## src/rtl/serial_frame_rx.sv

```systemverilog
// serial_frame_rx
//   Trigger-started, fixed-rate, MSB-first serial frame receiver. A frame is
//   an HS_W-bit start handshake, then N_WORDS words of WORD_W bits, then an
//   HS_W-bit end handshake. When both handshakes match their expected values,
//   the outputs are updated from the shadow register in a single edge.
//
//   Optional build macro SERIAL_FRAME_RX_MAJ3_EN:
//     Each bit is the 2-of-3 majority of samples taken at SAMPLE_AT-1,
//     SAMPLE_AT and SAMPLE_AT+1. The bit is shifted in at SAMPLE_AT+1.
//     Frame timing is the same in both builds.
//
// Ports
//   clk_in      : clock
//   rst_in      : asynchronous active-high reset
//   in          : serial data (asynchronous, 2-FF synchronised)
//   trig_in     : frame trigger (asynchronous, 2-FF synchronised, rising edge)
//   handshake_i : last accepted start handshake
//   handshake_f : last accepted end handshake
//   words       : last accepted words, word k at [k*WORD_W +: WORD_W]
//   frame_stb   : one-cycle pulse at the end of every frame
//   frame_ok    : handshake check result of the last frame
//   busy        : frame capture in progress (RX or DONE)
//   trig_ovr    : sticky, trigger edge seen while busy
module serial_frame_rx #(
  parameter int unsigned            BIT_CLKS  = 1000,
  parameter int unsigned            SAMPLE_AT = 500,
  parameter int unsigned            WORD_W    = 35,
  parameter int unsigned            N_WORDS   = 27,
  parameter int unsigned            HS_W      = 16,
  parameter logic [HS_W-1:0]        HS_I_EXP  = 16'hAAAA,
  parameter logic [HS_W-1:0]        HS_F_EXP  = 16'h5555
) (
  input  logic                      clk_in,
  input  logic                      rst_in,
  input  logic                      in,
  input  logic                      trig_in,
  output logic [HS_W-1:0]           handshake_i,
  output logic [HS_W-1:0]           handshake_f,
  output logic [N_WORDS*WORD_W-1:0] words,
  output logic                      frame_stb,
  output logic                      frame_ok,
  output logic                      busy,
  output logic                      trig_ovr
);

  localparam int unsigned FRAME_BITS = 2*HS_W + N_WORDS*WORD_W;
  localparam int unsigned CW = $clog2(BIT_CLKS);
  localparam int unsigned BW = $clog2(FRAME_BITS+1);

  localparam logic [CW-1:0] C_LAST   = CW'(BIT_CLKS-1);
  localparam logic [BW-1:0] B_LAST   = BW'(FRAME_BITS-1);
`ifdef SERIAL_FRAME_RX_MAJ3_EN
  localparam logic [CW-1:0] C_PRE    = CW'(SAMPLE_AT-1);
  localparam logic [CW-1:0] C_MID    = CW'(SAMPLE_AT);
  localparam logic [CW-1:0] C_SHIFT  = CW'(SAMPLE_AT+1);
`else
  localparam logic [CW-1:0] C_SHIFT  = CW'(SAMPLE_AT);
`endif

  typedef enum logic [1:0] {S_IDLE, S_RX, S_DONE} state_t;

  state_t                    state_q, state_d;
  logic [CW-1:0]             c_q;
  logic [BW-1:0]             b_q;
  logic [FRAME_BITS-1:0]     shadow;
  logic                      in_s1, in_s, trig_s1, trig_s, trig_s_d;
  logic                      start, bit_last, bit_val, hs_ok;
  logic [N_WORDS*WORD_W-1:0] words_d;

  // Both inputs see the same two-stage latency; trig_s_d only feeds the
  // edge detector and adds no latency to the trigger path.
  always_ff @(posedge clk_in or posedge rst_in) begin
    if (rst_in) begin
      in_s1    <= 1'b0;
      in_s     <= 1'b0;
      trig_s1  <= 1'b0;
      trig_s   <= 1'b0;
      trig_s_d <= 1'b0;
    end else begin
      in_s1    <= in;
      in_s     <= in_s1;
      trig_s1  <= trig_in;
      trig_s   <= trig_s1;
      trig_s_d <= trig_s;
    end
  end

  assign start    = trig_s & ~trig_s_d;
  assign bit_last = (c_q == C_LAST);
  assign busy     = (state_q != S_IDLE);

`ifdef SERIAL_FRAME_RX_MAJ3_EN
  logic s_pre, s_mid;

  always_ff @(posedge clk_in or posedge rst_in) begin
    if (rst_in) begin
      s_pre <= 1'b0;
      s_mid <= 1'b0;
    end else if (state_q == S_RX) begin
      if (c_q == C_PRE) s_pre <= in_s;
      if (c_q == C_MID) s_mid <= in_s;
    end
  end

  // Third vote is the live sample at SAMPLE_AT+1.
  assign bit_val = (s_pre & s_mid) | (s_pre & in_s) | (s_mid & in_s);
`else
  assign bit_val = in_s;
`endif

  assign hs_ok = (shadow[FRAME_BITS-1 -: HS_W] == HS_I_EXP) &&
                 (shadow[HS_W-1:0] == HS_F_EXP);

  // Word 0 arrives first, so it sits just below the start handshake.
  always_comb begin
    words_d = '0;
    for (int unsigned k = 0; k < N_WORDS; k++) begin
      words_d[k*WORD_W +: WORD_W] = shadow[FRAME_BITS-HS_W-1-k*WORD_W -: WORD_W];
    end
  end

  always_ff @(posedge clk_in or posedge rst_in) begin
    if (rst_in) state_q <= S_IDLE;
    else        state_q <= state_d;
  end

  always_comb begin
    state_d = state_q;
    case (state_q)
      S_IDLE:  if (start) state_d = S_RX;
      S_RX:    if (bit_last && (b_q == B_LAST)) state_d = S_DONE;
      S_DONE:  state_d = S_IDLE;
      default: state_d = S_IDLE;
    endcase
  end

  always_ff @(posedge clk_in or posedge rst_in) begin
    if (rst_in) begin
      c_q         <= '0;
      b_q         <= '0;
      shadow      <= '0;
      handshake_i <= '0;
      handshake_f <= '0;
      words       <= '0;
      frame_stb   <= 1'b0;
      frame_ok    <= 1'b0;
      trig_ovr    <= 1'b0;
    end else begin
      frame_stb <= 1'b0;
      if (start && (state_q != S_IDLE)) trig_ovr <= 1'b1;
      case (state_q)
        S_IDLE: begin
          if (start) begin
            c_q <= '0;
            b_q <= '0;
          end
        end
        S_RX: begin
          if (c_q == C_SHIFT) shadow <= {shadow[FRAME_BITS-2:0], bit_val};
          if (bit_last) begin
            c_q <= '0;
            b_q <= b_q + BW'(1);
          end else begin
            c_q <= c_q + CW'(1);
          end
        end
        S_DONE: begin
          frame_stb <= 1'b1;
          frame_ok  <= hs_ok;
          if (hs_ok) begin
            handshake_i <= shadow[FRAME_BITS-1 -: HS_W];
            handshake_f <= shadow[HS_W-1:0];
            words       <= words_d;
          end
        end
        default: ;
      endcase
    end
  end

endmodule

```

## config.mk

```make
export PLATFORM = sky130hd
export DESIGN_NAME = serial_frame_rx
export DESIGN_NICKNAME = d
export VERILOG_FILES = /design/src/rtl/serial_frame_rx.sv
export SDC_FILE = /design/constraint.sdc
export NUM_CORES = 2
export LEC_CHECK = 0
export CAP_MARGIN = 20
export CORE_ASPECT_RATIO = 1.2
export CORE_MARGIN = 8
export CORE_UTILIZATION = 35
export DETAILED_ROUTE_END_ITERATION = 7
export PLACE_DENSITY_LB_ADDON = 0.3
export SYNTH_ARGS = -nofsm -noshare
export SYNTH_HDL_FRONTEND = slang
export SYNTH_SLANG_ARGS = --single-unit
export TNS_END_PERCENT = 50
```

## constraint.sdc

```tcl
create_clock -name clk_in -period 119.1 [get_ports clk_in]
set_input_delay 17.865 -clock clk_in [delete_from_list [all_inputs] [get_ports clk_in]]
set_output_delay 17.865 -clock clk_in [all_outputs]
set_load 0.02 [all_outputs]
```

==> summary.txt <==
CTS
  • Htree depth: 4
  • CTS tree: done
  • Postcts setup bufs: 0
  • Clock-pin slew on the worst setup and hold paths: 0.06 ns
  • Clock Latency Late Sink: 0.84 ns
  • Num Clock Sinks: 1,984
  • CTS hold repair buffers: 0
  • # resized after CTS: 0
  • CTS Buf Count: 196
  • Clk buf depth: 3
  • Root buffer cell: clkbuf_16

Drt
  • 1st-iter DRT viols: 1,885
  • Post-Route WL: 187.3 mm
  • DR pass1 iterations: 6
  • Final ANT Viol Nets: 0
  • Vias per cell: 4.734
  • Vias: 39,260
  • WL/cell: 22.58 µm
  • Remaining routing DRC violations: 0

Yosys
  • Yosys warnings: 0
  • Sequential share of the synthesized area: 65.45%
  • Post-Syn Area per Cell: 17.72 µm²
  • Synthesized Nets: 4,288
  • Primary FF master, synth: dfrtp_1
  • Async set-or-reset flop fraction in the synthesized netlist: 100.0%
  • Mapped Cells: 4,280
  • Yosys reg bits: 1,984
  • Mapped Area: 75,850 µm²
  • Netlist cell types: 42
  • EDFF count, synth: 0

Worst setup path
  • CP endpoint kind: asynchronous set/reset pin
  • FF-to-FF Start: state_q[1]
  • WP data required: 119.92 ns
  • CP Launch Type: input port
  • CP Launch Point: rst_in
  • CP most frequent cell: buf_4
  • CP max stage delay: 0.85 ns
  • Critical path's slowest cell: buf_4
  • Worst setup path category: input port to asynchronous set/reset pin
  • CP max FO: 175
  • Critical Path AT: 23.20 ns
  • Reg2reg end: shadow[498]
  • CP cell instances: clkdlybuf4s50_1 -> inv_8 -> buf_12 -> buf_4 -> buf_4 -> buf_4 -> buf_12
  • Setup slack, reg-to-reg: 113.17 ns
  • R2R depth: 8

Placement
  • Dpl hpwl: 130.0 mm
  • Global placement routability congestion: 0.7899
  • Number of port buffers: 984

Pwr
  • P_leak: 48.16 nW
  • Power Dens Cells: 13.94 nW/µm²
  • Worst VDD drop: 0.01221 mV
  • Final Power: 1.324 mW

Worst hold path
  • Worst Hold Path Cells: 0
  • Hold Crit Class: register to register
  • WHS Endpoint: bit_val
  • Hold path startpoint: in_s1

Outcome
  • Outcome: complete, no violations

Global route
  • Total global-route track usage: 15.78%
  • First-pass GRT wire length: 283.5 mm
  • Pin count of the biggest net entering global routing: 198
  • Vias in the first global route: 42,320
  • Grt ovf: 0
  • Initial antenna violation count: 1

Final layout
  • Nets: 5,300
  • Area growth from synthesis to layout: 25.22%
  • Share of cells above drive strength 1: 35.26%
  • Commonest cells after routing, fill and taps aside: 1,984 x dfrtp_1, 1,005 x mux2_2, 984 x clkdlybuf4s50_1, 530 x mux2_4, 387 x mux2_1
  • Core Util, Final: 43.98%
  • Most common cell after layout, fill and taps aside: dfrtp_1

Die
  • Core Footprint: 216,000 µm²
  • Initial Util: 35.12%
  • Rows: 187
  • Die height: 526.0 µm
  • I/O pin count: 985
  • Die Wd: 441.0 µm
  • Die area: 231,900 µm²

Timing
  • Number of max-slew violations in the final report: 0
  • Final hold vios: 0
  • # setup viols final: 0
  • Worst Skew: 0.05799 ns
  • Period minus WS final: 22.38 ns
  • RSZ-0062 raised after global routing: false
  • Upper clock frequency limit: 44.68 MHz
  • Final worst-path cycle share: 18.79%
  • Worst-margin pin slew: 1.322 ns
  • Setup_tns: 0 ns
  • Slew headroom: 11.83%

Flow run
  • MaxCap Viol Count: 0
[worst max-delay path: cells and delay by family]
kind,cells,cell delay (ns)
buffers and inverters,7,4.88
[per-stage QoR]
| stage | worst slack, ns | instances | cell area (µm²) | hold slack, ns |
|---|---|---|---|---|
| finish | 96.72 | 8293 | 94980 | 0.3455 |
| global route | 95.87 | 8291 | 94970 | 0.3480 |
| CTS | 96.51 | 8287 | 94870 | 0.3467 |
| floorplan | 45.20 | 4280 | 75850 | 0.3312 |
| detailed placement | 95.56 | 7925 | 88160 | 0.3363 |
| global placement | 95.69 | 7925 | 88160 | 0.3319 |
[per-layer routing]
metal / vias up / track usage [%] / share of wire [%]
met4: 0 / 3.941 / 2.2
met1: 20890 / 19.92 / 41
li1: 17150 / - / -
met5: - / 0 / 0
met2: 998 / 24.63 / 46
met3: 223 / 7.277 / 11
[cells in the mapped netlist, drive strengths merged, types with 2 or more instances]
master	count	area share (%)
inv	9	0.045
nor2	6	0.030
o21ai	6	0.045
a21o	3	0.030
nand4	6	0.058
or4	9	0.089
or3	3	0.025
xnor2	4	0.046
nand3	6	0.040
mux2	1922	31
nand2	13	0.064
nor4bb	7	0.092
a21oi	9	0.059
nor3	2	0.013
dfrtp	1984	65
nand2b	4	0.033
a211oi	4	0.040
nor2b	17	0.14
or2	18	0.15
ha	4	0.066
o31ai	8	0.079
clkbuf	12	0.059
nor4	3	0.033
mux2i	2	0.026
buf	209	2.0
[sequential cells by signal (all words and copies together) (netlist names), 2 cells and up]
register,cells
handshake_i,16
state_q,2
handshake_f,16
b_q,10
c_q,10
shadow,977
words,945
[how the worst max path moves through the flow]
stage                  endpoint  slack, ns  depth (start not counted)
global route        shadow[610]      95.87                          7
detailed placement  shadow[605]      95.56                          7
CTS                 shadow[253]      96.51                          7
finish              shadow[613]      96.72                          7
floorplan                b_q[0]      45.20                          1
global placement    shadow[605]      95.69                          7
[cell type report]
type	count	area [µm²]
multi-input cells	2066	24600
diodes	2	5.005
well taps	2835	3547
flip-flops and latches	1984	49650
repair buffers	1035	10420
clock inverters	66	903.4
inverters	9	41.29
clock buffers	296	5811
fillers	19140	121000
[cell families after synthesis]
group                      after synthesis  share of synthesized area (%)
AOI/OAI and AO/OA                       33                         0.2854
adders and majority gates                4                        0.06599
buffers and inverters                  230                          2.123
and+or+nand+nor                        100                         0.8297
DFF                                   1984                          65.45
xor gates and xnor gates                 5                        0.05773
muxes                                 1924                          31.18
[where the power goes]
| part | leakage, nW | internal [mW] | switching [mW] |
|---|---|---|---|
| combinational | 17.2 | 0.00285 | 0.0148 |
| sequential | 27.7 | 0.675 | 0.00145 |
| clock | 3.28 | 0.362 | 0.268 |
No activity file was read; power rests on OpenSTA's default activity.
